[config.mk]
export PLATFORM = sky130hd
export DESIGN_NAME = snake_game_ctrl
export DESIGN_NICKNAME = d
export VERILOG_FILES = /design/src/rtl/snake_pkg.sv /design/src/rtl/btn_sync_edge.sv /design/src/rtl/snake_game_ctrl.sv
export SDC_FILE = /design/constraint.sdc
export NUM_CORES = 1
export LEC_CHECK = 0
export ABC_AREA = 0
export CORE_ASPECT_RATIO = 1.4
export CORE_MARGIN = 4
export CORE_UTILIZATION = 55
export CTS_BUF_LIST = sky130_fd_sc_hd__clkbuf_4 sky130_fd_sc_hd__clkbuf_8
export CTS_CLUSTER_DIAMETER = 100
export CTS_CLUSTER_SIZE = 14
export DETAILED_ROUTE_END_ITERATION = 8
export HOLD_SLACK_MARGIN = 0.02
export PLACE_DENSITY = 0.81
export SLEW_MARGIN = 20
export SYNTH_ARGS = -nofsm -noshare
export SYNTH_HDL_FRONTEND = slang
export SYNTH_SLANG_ARGS = --single-unit
export TNS_END_PERCENT = 20
[constraint.sdc]
create_clock -name clk -period 2.3 [get_ports clk]
set_input_delay 0.69 -clock clk [delete_from_list [all_inputs] [get_ports clk]]
set_output_delay 0.69 -clock clk [all_outputs]
set_load 0.02 [all_outputs]
[src/rtl/snake_pkg.sv]
// rtl/snake_pkg.sv - shared direction and game-state encodings for the snake pipeline
package snake_pkg;

  typedef enum logic [2:0] {
    DIR_IDLE  = 3'b000,
    DIR_UP    = 3'b001,
    DIR_DOWN  = 3'b010,
    DIR_LEFT  = 3'b011,
    DIR_RIGHT = 3'b100
  } dir_e;

  // 2'b10 is deliberately left unused
  typedef enum logic [1:0] {
    ST_START     = 2'b00,
    ST_PLAY      = 2'b01,
    ST_GAME_OVER = 2'b11
  } state_e;

  // True when b would send the snake straight back into itself from a
  function automatic logic is_reverse(input dir_e a, input dir_e b);
    return ((a == DIR_UP)   && (b == DIR_DOWN))  ||
           ((a == DIR_DOWN) && (b == DIR_UP))    ||
           ((a == DIR_LEFT) && (b == DIR_RIGHT)) ||
           ((a == DIR_RIGHT) && (b == DIR_LEFT));
  endfunction

endpackage

[src/rtl/btn_sync_edge.sv]
// rtl/btn_sync_edge.sv - two-flop button synchroniser with rising-edge pulse
module btn_sync_edge (
  input  logic clk,
  input  logic reset,
  input  logic btn_i,
  output logic pulse_o
);

  logic s1_q;
  logic s2_q;
  logic s3_q;

  // Two metastability flops, then one more to remember the previous level
  always_ff @(posedge clk) begin
    if (reset) begin
      s1_q <= 1'b0;
      s2_q <= 1'b0;
      s3_q <= 1'b0;
    end else begin
      s1_q <= btn_i;
      s2_q <= s1_q;
      s3_q <= s2_q;
    end
  end

  assign pulse_o = s2_q & ~s3_q;

endmodule

[src/rtl/snake_game_ctrl.sv]
// rtl/snake_game_ctrl.sv - snake game FSM, step timing, direction and collision control
module snake_game_ctrl
  import snake_pkg::*;
#(
  parameter int BIT             = 10,
  parameter int H_ACTIVE        = 640,
  parameter int V_ACTIVE        = 480,
  parameter int BORDER          = 5,
  parameter int FRAMES_PER_STEP = 8,
  parameter int GAMEOVER_FRAMES = 120
) (
  input  logic           clk,
  input  logic           reset,
  input  logic           btn_up,
  input  logic           btn_down,
  input  logic           btn_left,
  input  logic           btn_right,
  input  logic           frame_tick,
  input  logic [BIT-1:0] x_pos,
  input  logic [BIT-1:0] y_pos,
  input  logic           head_active,
  input  logic           body_active,
  output logic [2:0]     direction,
  output logic           update,
  output logic [1:0]     game_state
);

  localparam int STEP_W = $clog2(FRAMES_PER_STEP + 1);
  localparam int GO_W   = $clog2(GAMEOVER_FRAMES + 1);

  localparam logic [STEP_W-1:0] STEP_LAST = STEP_W'(FRAMES_PER_STEP - 1);
  localparam logic [GO_W-1:0]   GO_LAST   = GO_W'(GAMEOVER_FRAMES - 1);

  localparam logic [BIT-1:0] X_LO = BIT'(BORDER);
  localparam logic [BIT-1:0] X_HI = BIT'(H_ACTIVE - BORDER);
  localparam logic [BIT-1:0] Y_LO = BIT'(BORDER);
  localparam logic [BIT-1:0] Y_HI = BIT'(V_ACTIVE - BORDER);

  logic up_p;
  logic down_p;
  logic left_p;
  logic right_p;

  btn_sync_edge u_sync_up    (.clk(clk), .reset(reset), .btn_i(btn_up),    .pulse_o(up_p));
  btn_sync_edge u_sync_down  (.clk(clk), .reset(reset), .btn_i(btn_down),  .pulse_o(down_p));
  btn_sync_edge u_sync_left  (.clk(clk), .reset(reset), .btn_i(btn_left),  .pulse_o(left_p));
  btn_sync_edge u_sync_right (.clk(clk), .reset(reset), .btn_i(btn_right), .pulse_o(right_p));

  state_e              state_q, state_d;
  dir_e                dir_q, dir_d;
  dir_e                pend_q, pend_d;
  logic                upd_q, upd_d;
  logic [STEP_W-1:0]   step_q, step_d;
  logic [GO_W-1:0]     go_q, go_d;
  logic                hit_q, hit_d;
  logic [BIT-1:0]      x_dly_q;
  logic [BIT-1:0]      y_dly_q;

  logic press;
  dir_e press_dir;
  logic wall;
  logic hit_now;
  logic hit_next;

  // Resolve coincident presses with fixed priority UP > DOWN > LEFT > RIGHT
  always_comb begin
    press     = up_p | down_p | left_p | right_p;
    press_dir = DIR_IDLE;
    if (up_p)         press_dir = DIR_UP;
    else if (down_p)  press_dir = DIR_DOWN;
    else if (left_p)  press_dir = DIR_LEFT;
    else if (right_p) press_dir = DIR_RIGHT;
  end

  // Head pixel checks use the delayed scan position so they line up with the renderer flags
  always_comb begin
    wall     = (x_dly_q < X_LO) || (x_dly_q >= X_HI) ||
               (y_dly_q < Y_LO) || (y_dly_q >= Y_HI);
    hit_now  = (state_q == ST_PLAY) && head_active && (body_active || wall);
    hit_next = hit_q || hit_now;
  end

  // State, counters, pending direction, collision latch and scan-position delay
  always_ff @(posedge clk) begin
    if (reset) begin
      state_q <= ST_START;
      dir_q   <= DIR_IDLE;
      pend_q  <= DIR_IDLE;
      upd_q   <= 1'b0;
      step_q  <= '0;
      go_q    <= '0;
      hit_q   <= 1'b0;
      x_dly_q <= '0;
      y_dly_q <= '0;
    end else begin
      state_q <= state_d;
      dir_q   <= dir_d;
      pend_q  <= pend_d;
      upd_q   <= upd_d;
      step_q  <= step_d;
      go_q    <= go_d;
      hit_q   <= hit_d;
      x_dly_q <= x_pos;
      y_dly_q <= y_pos;
    end
  end

  // Next-state logic: game FSM, step/frame counting, direction commit and hit latch
  always_comb begin
    state_d = state_q;
    dir_d   = dir_q;
    pend_d  = pend_q;
    upd_d   = 1'b0;
    step_d  = step_q;
    go_d    = go_q;
    hit_d   = hit_q;

    // Hit is sticky only within one frame of PLAY
    if ((state_q != ST_PLAY) || frame_tick) hit_d = 1'b0;
    else                                    hit_d = hit_next;

    case (state_q)
      ST_START: begin
        dir_d = DIR_IDLE;
        if (press) begin
          pend_d  = press_dir;
          dir_d   = press_dir;
          state_d = ST_PLAY;
          step_d  = '0;
        end
      end

      ST_PLAY: begin
        // Reversal is judged against the committed direction, not the pending one
        if (press && !is_reverse(dir_q, press_dir)) pend_d = press_dir;
        if (frame_tick) begin
          if (hit_next) begin
            state_d = ST_GAME_OVER;
            dir_d   = DIR_IDLE;
            pend_d  = DIR_IDLE;
            go_d    = '0;
            step_d  = '0;
          end else if (step_q == STEP_LAST) begin
            // Commit the old pending value; a press this cycle lands in pend_d for next step
            step_d = '0;
            dir_d  = pend_q;
            upd_d  = 1'b1;
          end else begin
            step_d = step_q + 1'b1;
          end
        end
      end

      ST_GAME_OVER: begin
        dir_d  = DIR_IDLE;
        pend_d = DIR_IDLE;
        if (frame_tick) begin
          if (go_q == GO_LAST) begin
            state_d = ST_START;
            go_d    = '0;
          end else begin
            go_d = go_q + 1'b1;
          end
        end
      end

      default: begin
        state_d = ST_START;
        dir_d   = DIR_IDLE;
        pend_d  = DIR_IDLE;
        step_d  = '0;
        go_d    = '0;
      end
    endcase
  end

  assign direction  = dir_q;
  assign update     = upd_q;
  assign game_state = state_q;

endmodule

# Yosys cells after proc, flatten, opt, wreduce, memory -nomap -nowiden
# Cells that the tools add are included.
# totals
in_bits	29
register_bits	53
out_inout_bits	6
wordCells	116
# op_classes
reduce_logical	24
addsub	2
n_mux	31
bitwise	15
n_eq_ne	19
magnitude_cmp	4
# op_table
operator	n
3-bit two-way mux	12
7-bit two-way mux	4
7-bit case mux with 3 select lines	1
10-bit by 3-bit less-than comparator with 1-bit output, second input constant	2
4-bit two-way mux	4
3-bit by 2-bit equality test with 1-bit output, second input constant	4
3-bit case mux with 2 select lines	2
4-bit case mux with 3 select lines	1
10-bit >= comparator, second input constant	1
10-bit by 9-bit >= comparator with 1-bit output, second input constant	1
2-bit two-way mux	5
2-bit != test, second input constant	5
1-bit logical OR	9
1-bit NOT	8
7-bit by 1-bit adder with 7-bit output, second input constant	1
7-bit equality test, second input constant	1
1-bit logical AND	7
3-bit by 1-bit equality test with 1-bit output, second input constant	2
3-bit equality test, second input constant	2
2-bit case mux with 3 select lines	1
5-bit AND reduction	1
4-bit by 1-bit adder with 4-bit output, second input constant	1
1-bit bitwise AND	4
4-bit by 3-bit equality test with 1-bit output, second input constant	1
13 further kinds	15

# Longest topological paths before layout
# Gate-level depths: netlist (run 1).
# depth
word_depth	17
depth_mapped	7
ltp_nobuf	7

# Hierarchy
# A second synthesis (run 1) with hierarchy kept.
# hier_totals
cells_unflattened	246
hier_area_um2	2243.4
# modules_own_cells
mod	n_inst	cells_per_inst	seq_area_each_um2	area_per_inst_um2
snake_game_ctrl	1	218	820.8	1893.1
btn_sync_edge	4	7	60.1	87.6

# Least setup slack after synthesis (run 1)
# No wires, ideal clock.
# synth_path
path_kind	input-to-reg
from	input body_active
to	register dir_q[2] (netlist: direction[2])
path_stages	5
setup_ns	0.128
arrival_ns	1.733
n_path_buf	0
required_time_ns	2.172
slack_ns	0.439
path_cell_list	nor3_1 > o211ai_2 > o32ai_2 > mux2i_1 > nor2_1
# synth_between
elab_chain_cells	6
elab_cells_between_ends	8
classes_between	eq/ne: 1; mux: 3; reduce/logical: 4
# synth_rtl
item	line_no	source
from (decl)	snake_game_ctrl.sv:22	input logic body_active,
1-bit logical OR (*)	snake_game_ctrl.sv:79	hit_now = (state_q == ST_PLAY) && head_active && (body_active || wall);
1-bit logical AND (*)	snake_game_ctrl.sv:79	
1-bit logical OR (*)	snake_game_ctrl.sv:80	hit_next = hit_q || hit_now;
3-bit two-way mux	snake_game_ctrl.sv:137	if (hit_next) begin
3-bit two-way mux	snake_game_ctrl.sv:136	if (frame_tick) begin
3-bit case mux with 2 select lines	snake_game_ctrl.sv:122	case (state_q)
to (signal assigned)	snake_game_ctrl.sv:97	dir_q <= dir_d;
to (decl)	snake_game_ctrl.sv:50	dir_e dir_q, dir_d;
# Every way passes the cells marked *; elsewhere a longest branch is shown, timed or not. The select of a mux whose other input is x is not followed.
# A chain may end at the register's enable or synchronous reset.

# Final worst setup path (run 1)
# layout_path
from	register state_q[0] (netlist: game_state[0])
to	output game_state[0]
# layout_rtl
item	line_no	source
from (decl)	snake_game_ctrl.sv:49	state_e state_q, state_d;
from (signal assigned)	snake_game_ctrl.sv:96	state_q <= state_d;
to (decl)	snake_game_ctrl.sv:25	output logic [1:0] game_state
# No word-level cell between the ends.

==> results.toml, run 1 <==
[die]
core_area_mm2 = 0.00399
die_w_um = 62.6
pin_count = 35
die_area_mm2 = 0.00529
rows = 27
start_util = 0.576
die_h_um = 84.5

[clocking]
cts_made_buffers = 5
clock_sinks = 53
root_buffer = "clkbuf_8"
clockBufferDepth = 2
clock_latency_ps = 300
path_clk_slew_ps = 90
cts_resized = 0
cts_tree = "built"
htree_levels = 2
postCtsSetupBuffers = 0
ctsHoldBuffers = 0

[setup_path]
cp_slowest_cell = "clkdlybuf4s50_1"
crit_buf_inv = 1
crit_arrival_ps = 1490
rr_startpoint = "game_state[1]"
worstPathRequired_ps = 1610
crit_chain = "clkdlybuf4s50_1"
reg2reg_depth = 6
critPathKind = "flop to output pin"
reg2reg_to = "step_q[2]"
crit_family = "buffers and inverters"
cp-end-kind = "output pin"
start_kind = "flop"
r2r_slack_ps = 430
slowest_delay_ps = 670
cp_max_fo = 9

[placed_design]
dpl_worst_slack_ps = -58.4
port_buffers = 34
hpwl_um = 3400
place_congestion = 0.888
dp.cells = 339

[flow_run]
cap_violations = 0

[synthesis]
synth_area_mm2 = 0.00230
ys_top_cells_by_area = "dfxtp_1 46%, nor2b_1 11%, a21oi_1 3.7%"
ys_types = 49
synth_seq_area_share = 0.462
syn_area_per_cell_um2 = 8.90
async_reset_ff_frac = 0
synth_top_area_cell = "dfxtp_1"
yosys.area.top_type_share = 0.462
syn_nets = 289
synth-edff-count = 0
postSynthCellCount = 258
synth_most_common_cell = "dfxtp_1"
synth_common_cells = "53 x dfxtp_1, 42 x nor2b_1, 18 x nand2_1, 17 x a21oi_1, 16 x nor2_1"
yosys_warnings = 0
ys.flop_type = "dfxtp_1"
ys_ff_latch = 53

[drt]
drc = 0
dr.first_iter.drc_count = 164
dr.pass1.iters = 4
drt_wl_total_um = 4640
avgViaCountPerCell = 5.55
dr_total_vias = 1927
ant_nets = 0
post_drt_wl_per_cell_um = 13.4

[global_routing]
antenna_found_initial = 0
grt_pass1_wl_um = 7890
grt-ovfl-total = 0
grt_pass1_vias = 1873
grt_max_degree = 28
track_usage = 0.183

[timing]
fin_ws_ps = 119
hold_violations = 0
max_freq_mhz = 459
grt_setup_unrepaired = "no"
finalCritPeriodShare = 0.948
period_needed_ps = 2180
slew_headroom = 0.633
fin_setup_tns_ps = 0
drv_slew = 0
setup_viol = 0
worst_hold_slack_ps = 442
finClkSkew_ps = 4.49
tightestPinTransition_ps = 551

[min_path]
holdPathStages = 1
holdPathEnd = "u_sync_up.s2_q"
min_path_type = "flop to flop"
min-delay-start = "u_sync_up.s1_q"

[pwr]
intPower_uw = 1360
switching_share = 0.272
p_total_uw = 1870
clock_power_share = 0.281
power_frac_seq = 0.535
vdd_drop_max_uv = 444
leakagePower_uw = 0.00104
comb_power_share = 0.184
power.switching_uw = 507
powerDensity_mw_per_mm2 = 657

[layout]
layout-drive-gt1-share = 0.112
syn2layout_area_growth_pct = 23.7
diodes = 0
finalNonFillerCells = 347
nets = 334

[run_status]
status = "completed"
[final cells by class]
| class | instances | area [µm²] |
|---|---|---|
| multi-input cells | 187 | 1160 |
| fillers | 335 | 1140 |
| flip-flops and latches | 53 | 1060 |
| repair buffers | 48 | 440 |
| clock buffers | 6 | 76.3 |
| well taps | 43 | 53.8 |
| inverters | 8 | 30.0 |
| clock inverters | 2 | 15.0 |
[state kept, by name, indices dropped and copies added (netlist names)]
| signal | count |
|---|---|
| x_dly_q | 10 |
| y_dly_q | 10 |
| go_q | 7 |
| step_q | 4 |
| direction | 3 |
| pend_q | 3 |
| game_state | 2 |
| hit_q | 1 |
| u_sync_down.s1_q | 1 |
| u_sync_down.s2_q | 1 |
| u_sync_down.s3_q | 1 |
| u_sync_left.s1_q | 1 |
| u_sync_left.s2_q | 1 |
| u_sync_left.s3_q | 1 |
| u_sync_right.s1_q | 1 |
| u_sync_right.s2_q | 1 |
| u_sync_right.s3_q | 1 |
| u_sync_up.s1_q | 1 |
| u_sync_up.s2_q | 1 |
| u_sync_up.s3_q | 1 |
| update | 1 |
[power groups by stage]
stage	Clock (µW)	Sequential, µW	Combinational [µW]
after floorplan	0	1020	201
after global placement	0	1020	333
after detailed placement	0	1020	340
after CTS	538	999	343
after global routing	566	1010	376
final	524	999	343
[metrics by stage]
stage,cell area (µm²),utilization
global route,2840,0.713
global placement,2750,0.690
floorplan,2300,-
finish,2840,0.713
detailed placement,2750,0.690
CTS,2840,0.713
[per-layer routing]
metal | global-route usage | part of all wire | vias to the layer above
li1 | - | - | 995
met2 | 0.350 | 0.52 | 34
met4 | 0.0683 | 0.014 | 0
met3 | 0.0402 | 0.033 | 6
met1 | 0.192 | 0.43 | 892
met5 | 0 | 0 | -
[kinds of logic (layout without fill, tap and decap cells)]
family | count (synthesis) | count (layout) | share of synthesized area
multiplexers | 3 | 3 | 0.0131
buffers and inverters | 18 | 64 | 0.0311
AND/OR/NAND/NOR | 125 | 125 | 0.311
AO/OA/AOI/OAI | 57 | 57 | 0.172
flip-flops | 53 | 53 | 0.462
adder cells (fa/ha/maj) | 2 | 2 | 0.0109
[cells in the final DEF, fill, tap and decap left out, types with 2 or more instances in the layout]
| master | Yosys | final |
|---|---|---|
| dfxtp_1 | 53 | 53 |
| nor2b_1 | 42 | 42 |
| clkdlybuf4s50_1 | 0 | 33 |
| nand2_1 | 18 | 18 |
| a21oi_1 | 17 | 17 |
| nor2_1 | 16 | 16 |
| o21ai_0 | 14 | 14 |
| buf_4 | 1 | 14 |
| nand3_1 | 10 | 10 |
| nor3_1 | 10 | 10 |
| inv_1 | 8 | 8 |
| nand2b_1 | 5 | 5 |
| clkbuf_8 | 0 | 5 |
| nor4_1 | 4 | 4 |
| nand4_1 | 4 | 4 |
| a31oi_1 | 3 | 3 |
| o21a_1 | 3 | 3 |
| nand3b_1 | 3 | 3 |
| o32ai_1 | 3 | 3 |
| mux2i_1 | 3 | 3 |
| a2111oi_2 | 2 | 2 |
| a2111oi_0 | 2 | 2 |
| ha_1 | 2 | 2 |
| clkinvlp_4 | 0 | 2 |
[how the worst max path moves through the flow]
| stage | from | to | cells past startpoint | slack, ps |
|---|---|---|---|---|
| global placement | body_active | direction[2] | 6 | -20 |
| floorplan | body_active | direction[2] | 5 | 440 |
| CTS | game_state[0] | game_state[0] | 1 | 120 |
| finish | game_state[0] | game_state[0] | 1 | 120 |
| global route | game_state[0] | game_state[0] | 1 | 60 |
| detailed placement | body_active | direction[2] | 6 | -60 |
(Power assumes the default switching activity.)
==> inputs of run 2 (changes only) <==
--- a/config.mk
+++ b/config.mk
@@ -5,7 +5,7 @@
 export SDC_FILE = /design/constraint.sdc
 export NUM_CORES = 1
 export LEC_CHECK = 0
-export ABC_AREA = 0
+export ABC_AREA = 1
 export CORE_ASPECT_RATIO = 1.4
 export CORE_MARGIN = 4
 export CORE_UTILIZATION = 55
==> results.toml, run 2 <==
[timing]
hold_violations = 0
slew_headroom = 0.780
finClkSkew_ps = 5.12
tightestPinTransition_ps = 328
period_needed_ps = 2120
drv_slew = 0
fin_setup_tns_ps = 0
setup_viol = 0
fin_ws_ps = 185
max_freq_mhz = 473
grt_setup_unrepaired = "no"
finalCritPeriodShare = 0.920

[clocking]
root_buffer = "clkbuf_8"
path_clk_slew_ps = 90
ctsHoldBuffers = 0
cts_made_buffers = 5
clock_latency_ps = 300
clock_sinks = 53
clockBufferDepth = 2
htree_levels = 2
cts_tree = "built"
postCtsSetupBuffers = 0
cts_resized = 0

[drt]
dr.pass1.iters = 5
dr.first_iter.drc_count = 100
ant_nets = 0
dr_total_vias = 2030
post_drt_wl_per_cell_um = 9.63
avgViaCountPerCell = 4.73
drc = 0
drt_wl_total_um = 4130

[die]
rows = 28
die_area_mm2 = 0.00546
die_w_um = 63.6
pin_count = 35
start_util = 0.567
core_area_mm2 = 0.00420
die_h_um = 85.9

[synthesis]
syn_nets = 377
async_reset_ff_frac = 0
ys_ff_latch = 53
ys_top_cells_by_area = "dfxtp_1 45%, inv_1 11%, nand2_1 11%"
synth-edff-count = 0
yosys.area.top_type_share = 0.445
ys.flop_type = "dfxtp_1"
syn_area_per_cell_um2 = 6.89
postSynthCellCount = 346
synth_area_mm2 = 0.00238
synth_seq_area_share = 0.445
synth_top_area_cell = "dfxtp_1"
synth_common_cells = "71 x inv_1, 69 x nand2_1, 62 x nor2_1, 53 x dfxtp_1, 15 x nand3_1"
ys_types = 28
synth_most_common_cell = "inv_1"
yosys_warnings = 0

[setup_path]
cp-startpoint = "game_state[1]"
crit_chain = "clkdlybuf4s50_1"
crit_family = "buffers and inverters"
crit_buf_inv = 1
start_kind = "flop"
cp_max_fo = 6
crit_arrival_ps = 1430
worstPathRequired_ps = 1610
critPathKind = "flop to output pin"
reg2reg_to = "game_state[0]"
critPathCapture = "game_state[1]"
slowest_delay_ps = 650
cp.depth = 1
r2r_slack_ps = 690
reg2reg_depth = 8
cp-end-kind = "output pin"
rr_startpoint = "go_q[0]"
cp_slowest_cell = "clkdlybuf4s50_1"

[global_routing]
grt_pass1_wl_um = 7130
grt_pass1_vias = 1866
grt-ovfl-total = 0
antenna_found_initial = 0
grt_max_degree = 36
track_usage = 0.162

[layout]
diodes = 0
mostFrequentLayoutCell = "inv_1"
fill_cells = 367
layout_common_cells = "71 x inv_1, 69 x nand2_1, 62 x nor2_1, 53 x dfxtp_1, 34 x clkdlybuf4s50_1"
layout-drive-gt1-share = 0.0755
syn2layout_area_growth_pct = 19.9
largestRegisters = "x_dly_q x10, y_dly_q x10, go_q x7"
nets = 414

[pwr]
switching_share = 0.329
power.switching_uw = 710
intPower_uw = 1450
powerDensity_mw_per_mm2 = 756
leakagePower_uw = 0.00137
vdd_drop_max_uv = 443
comb_power_share = 0.260
power_frac_seq = 0.499
clock_power_share = 0.241
p_total_uw = 2160

[placed_design]
place_congestion = 0.794
dpl_worst_slack_ps = 193
hpwl_um = 3200
port_buffers = 34

[flow_run]
cap_violations = 0

[min_path]
min_path_type = "flop to flop"

[run_status]
status = "completed"
[run 2: cell count changes after synthesis, moves of 4 or more]
cell and delta:
inv_1 +63, nand2_1 +51, nor2_1 +46, nor2b_1 -42
inv_2 +6, nand2b_1 -5, nand3_1 +5, nand4_1 +5
nor2_4 +4, o21ai_0 -4
[run 2: per-stage QoR]
stage / utilization / hold WS, ps / instance area [µm²] / std cells
after floorplan: - / 388 / 2380 / 346
after global placement: 0.657 / 389 / 2760 / 421
after detailed placement: 0.657 / 395 / 2760 / 421
after CTS: 0.679 / 408 / 2860 / 429
after global routing: 0.679 / 420 / 2860 / 429
final: 0.679 / 405 / 2860 / 429
[run 2: cell type report]
type	instances	area (µm²)	area share
sequential	53	1060	0.372
multi-input combinational	209	997	0.349
timing repair buffer	36	355	0.124
inverter	78	294	0.103
clock buffer	6	76.3	0.0267
tap	45	56.3	0.0197
clock inverter	2	15.0	0.00526
[run 2: worst min path at each step]
stage                 startpoint                 to  depth (start not counted)
2_1_floorplan   u_sync_down.s1_q   u_sync_down.s2_q                          2
5_1_grt         u_sync_left.s1_q   u_sync_left.s2_q                          2
3_5_place_dp   u_sync_right.s1_q  u_sync_right.s2_q                          2
4_1_cts        u_sync_right.s1_q  u_sync_right.s2_q                          2
3_3_place_gp      u_sync_up.s1_q     u_sync_up.s2_q                          2
6_report       u_sync_right.s1_q  u_sync_right.s2_q                          2
[run 2: per-layer routing]
layer	GRT usage	part of all wire	vias to the layer above
li1	-	-	1113
met1	0.164	0.43	865
met2	0.312	0.51	46
met3	0.0367	0.041	6
met4	0.0707	0.020	0
met5	0	0	-
[run 2: cell families (layout without fill, tap and decap cells)]
| logic type | Yosys count | count (layout) | share of synthesized area |
|---|---|---|---|
| xor gates and xnor gates | 3 | 3 | 0.0110 |
| buffers and inverters | 84 | 122 | 0.136 |
| adders and majority gates | 2 | 2 | 0.0105 |
| and+or+nand+nor | 174 | 174 | 0.329 |
| DFF | 53 | 53 | 0.445 |
| AOI/OAI and AO/OA | 30 | 30 | 0.0683 |
[run 2: power groups by stage]
stage | registers (µW) | logic, µW | clock network, µW
floorplan | 1100 | 396 | 0
global placement | 1100 | 548 | 0
detailed placement | 1100 | 562 | 0
CTS | 1080 | 567 | 534
global route | 1090 | 638 | 567
finish | 1080 | 562 | 520
==> inputs of run 3 (changes only) <==
--- a/config.mk
+++ b/config.mk
@@ -8,13 +8,13 @@
 export ABC_AREA = 1
 export CORE_ASPECT_RATIO = 1.4
 export CORE_MARGIN = 4
-export CORE_UTILIZATION = 55
-export CTS_BUF_LIST = sky130_fd_sc_hd__clkbuf_4 sky130_fd_sc_hd__clkbuf_8
+export CORE_UTILIZATION = 53
+export CTS_BUF_LIST = sky130_fd_sc_hd__clkbuf_16
 export CTS_CLUSTER_DIAMETER = 100
 export CTS_CLUSTER_SIZE = 14
 export DETAILED_ROUTE_END_ITERATION = 8
 export HOLD_SLACK_MARGIN = 0.02
-export PLACE_DENSITY = 0.81
+export PLACE_DENSITY = 0.78
 export SLEW_MARGIN = 20
 export SYNTH_ARGS = -nofsm -noshare
 export SYNTH_HDL_FRONTEND = slang
==> results.toml, run 3 (synthesized netlist as in run 2, its figures left out) <==
[run_status]
status = "completed"

[layout]
multi_input_area_um2 = 997
largestRegisters = "x_dly_q x10, y_dly_q x10, go_q x7"
nets = 413
fill_cells = 383
layout-drive-gt1-share = 0.0705
layout_common_cells = "71 x inv_1, 69 x nand2_1, 62 x nor2_1, 53 x dfxtp_1, 34 x clkdlybuf4s50_1"
finalNonFillerCells = 443
design_area_mm2 = 0.00295
regArea_mm2 = 0.00106
mostFrequentLayoutCell = "inv_1"
syn2layout_area_growth_pct = 24.0
diodes = 0

[setup_path]
crit_chain = "clkdlybuf4s50_1"
crit_buf_inv = 1
worstPathRequired_ps = 1610
crit_family = "buffers and inverters"
cp_slowest_cell = "clkdlybuf4s50_1"
critPathKind = "flop to output pin"
start_kind = "flop"
crit_arrival_ps = 1420
slowest_delay_ps = 660
cp-end-kind = "output pin"
cp_max_fo = 6

[drt]
post_drt_wl_per_cell_um = 9.93
avgViaCountPerCell = 4.74
ant_nets = 0
dr.pass1.iters = 5
dr_total_vias = 2098
drt_wl_total_um = 4400
dr.first_iter.drc_count = 124
drc = 0

[clocking]
clock_latency_ps = 290
root_buffer = "clkbuf_16"
clockBufferDepth = 2
postCtsSetupBuffers = 0
cts_made_buffers = 5
htree_levels = 2
cts_tree = "built"
cts_resized = 0
path_clk_slew_ps = 70
ctsHoldBuffers = 0
clock_sinks = 53

[timing]
grt_setup_unrepaired = "no"
setup_viol = 0
slew_headroom = 0.765
period_needed_ps = 2110
max_freq_mhz = 474
fin_ws_ps = 191
finClkSkew_ps = 6.67
hold_violations = 0
finalCritPeriodShare = 0.917
fin_setup_tns_ps = 0
tightestPinTransition_ps = 350
drv_slew = 0

[die]
die_w_um = 64.7
die_area_mm2 = 0.00565
core_area_mm2 = 0.00427
pin_count = 35
start_util = 0.557
rows = 28
die_h_um = 87.3

[global_routing]
met1_usage = 0.167
antenna_found_initial = 0
grt_pass1_vias = 1971
grt_use_met2 = 0.357
grt_pass1_wl_um = 7900
grt_max_degree = 43
met3_usage = 0.0491
grt-ovfl-total = 0
gr-max-usage-layer = "met2"
track_usage = 0.178

[pwr]
leakagePower_uw = 0.00140
p_total_uw = 2470
vdd_drop_max_uv = 510
powerDensity_mw_per_mm2 = 837

[placed_design]
dpl_worst_slack_ps = 192
place_congestion = 0.800
hpwl_um = 3260
place_area_mm2 = 0.00279
port_buffers = 34
dp.cells = 435

[min_path]
min_path_type = "flop to flop"

[flow_run]
cap_violations = 0
==> run 3: cell count changes in the layout (fill, tap and decap cells not counted) <==
| cell | before | now |
|---|---|---|
| buf_12 | 0 | 1 |
| buf_4 | 2 | 0 |
| bufinv_16 | 0 | 1 |
| clkbuf_16 | 0 | 5 |
| clkbuf_4 | 1 | 0 |
| clkbuf_8 | 5 | 0 |
| clkinv_1 | 0 | 1 |
| clkinvlp_4 | 2 | 1 |
==> run 3: power breakdown <==
group	internal, µW	leakage (µW)	total [µW]	switching, µW
registers	1000	0.000437	1080	77.0
logic	221	0.000890	566	345
clock network	509	0.0000775	825	316
==> run 3: metal layers <==
| metal | part of all wire | vias to the layer above |
|---|---|---|
| li1 | - | 1115 |
| met1 | 0.39 | 918 |
| met2 | 0.55 | 60 |
| met3 | 0.050 | 5 |
| met4 | 0.013 | 0 |
| met5 | 0 | - |
==> run 3: path summary, 6_finish.rpt <==
kind | start | endpoint | slack [ps] | cells after the start
worst max-delay path | game_state[1] | game_state[1] | 190 | 1
worst max register to register | go_q[0] | game_state[0] | 620 | 8
worst min register to register | u_sync_down.s1_q | u_sync_down.s2_q | 400 | 2
worst min-delay path | u_sync_down.s1_q | u_sync_down.s2_q | 400 | 2
==> run 3: layout make-up <==
type / instances / area share
clock buffers: 5 / 0.0424
clock inverters: 3 / 0.0140
inverters: 78 / 0.0995
multi-input cells: 209 / 0.338
flip-flops and latches: 53 / 0.359
well taps: 60 / 0.0254
repair buffers: 35 / 0.122
==> run 3: metrics by stage <==
step                hold slack, ps   util
floorplan                      388      -
global placement               390  0.652
detailed placement             395  0.652
CTS                            404  0.691
global route                   424  0.691
finish                         400  0.691
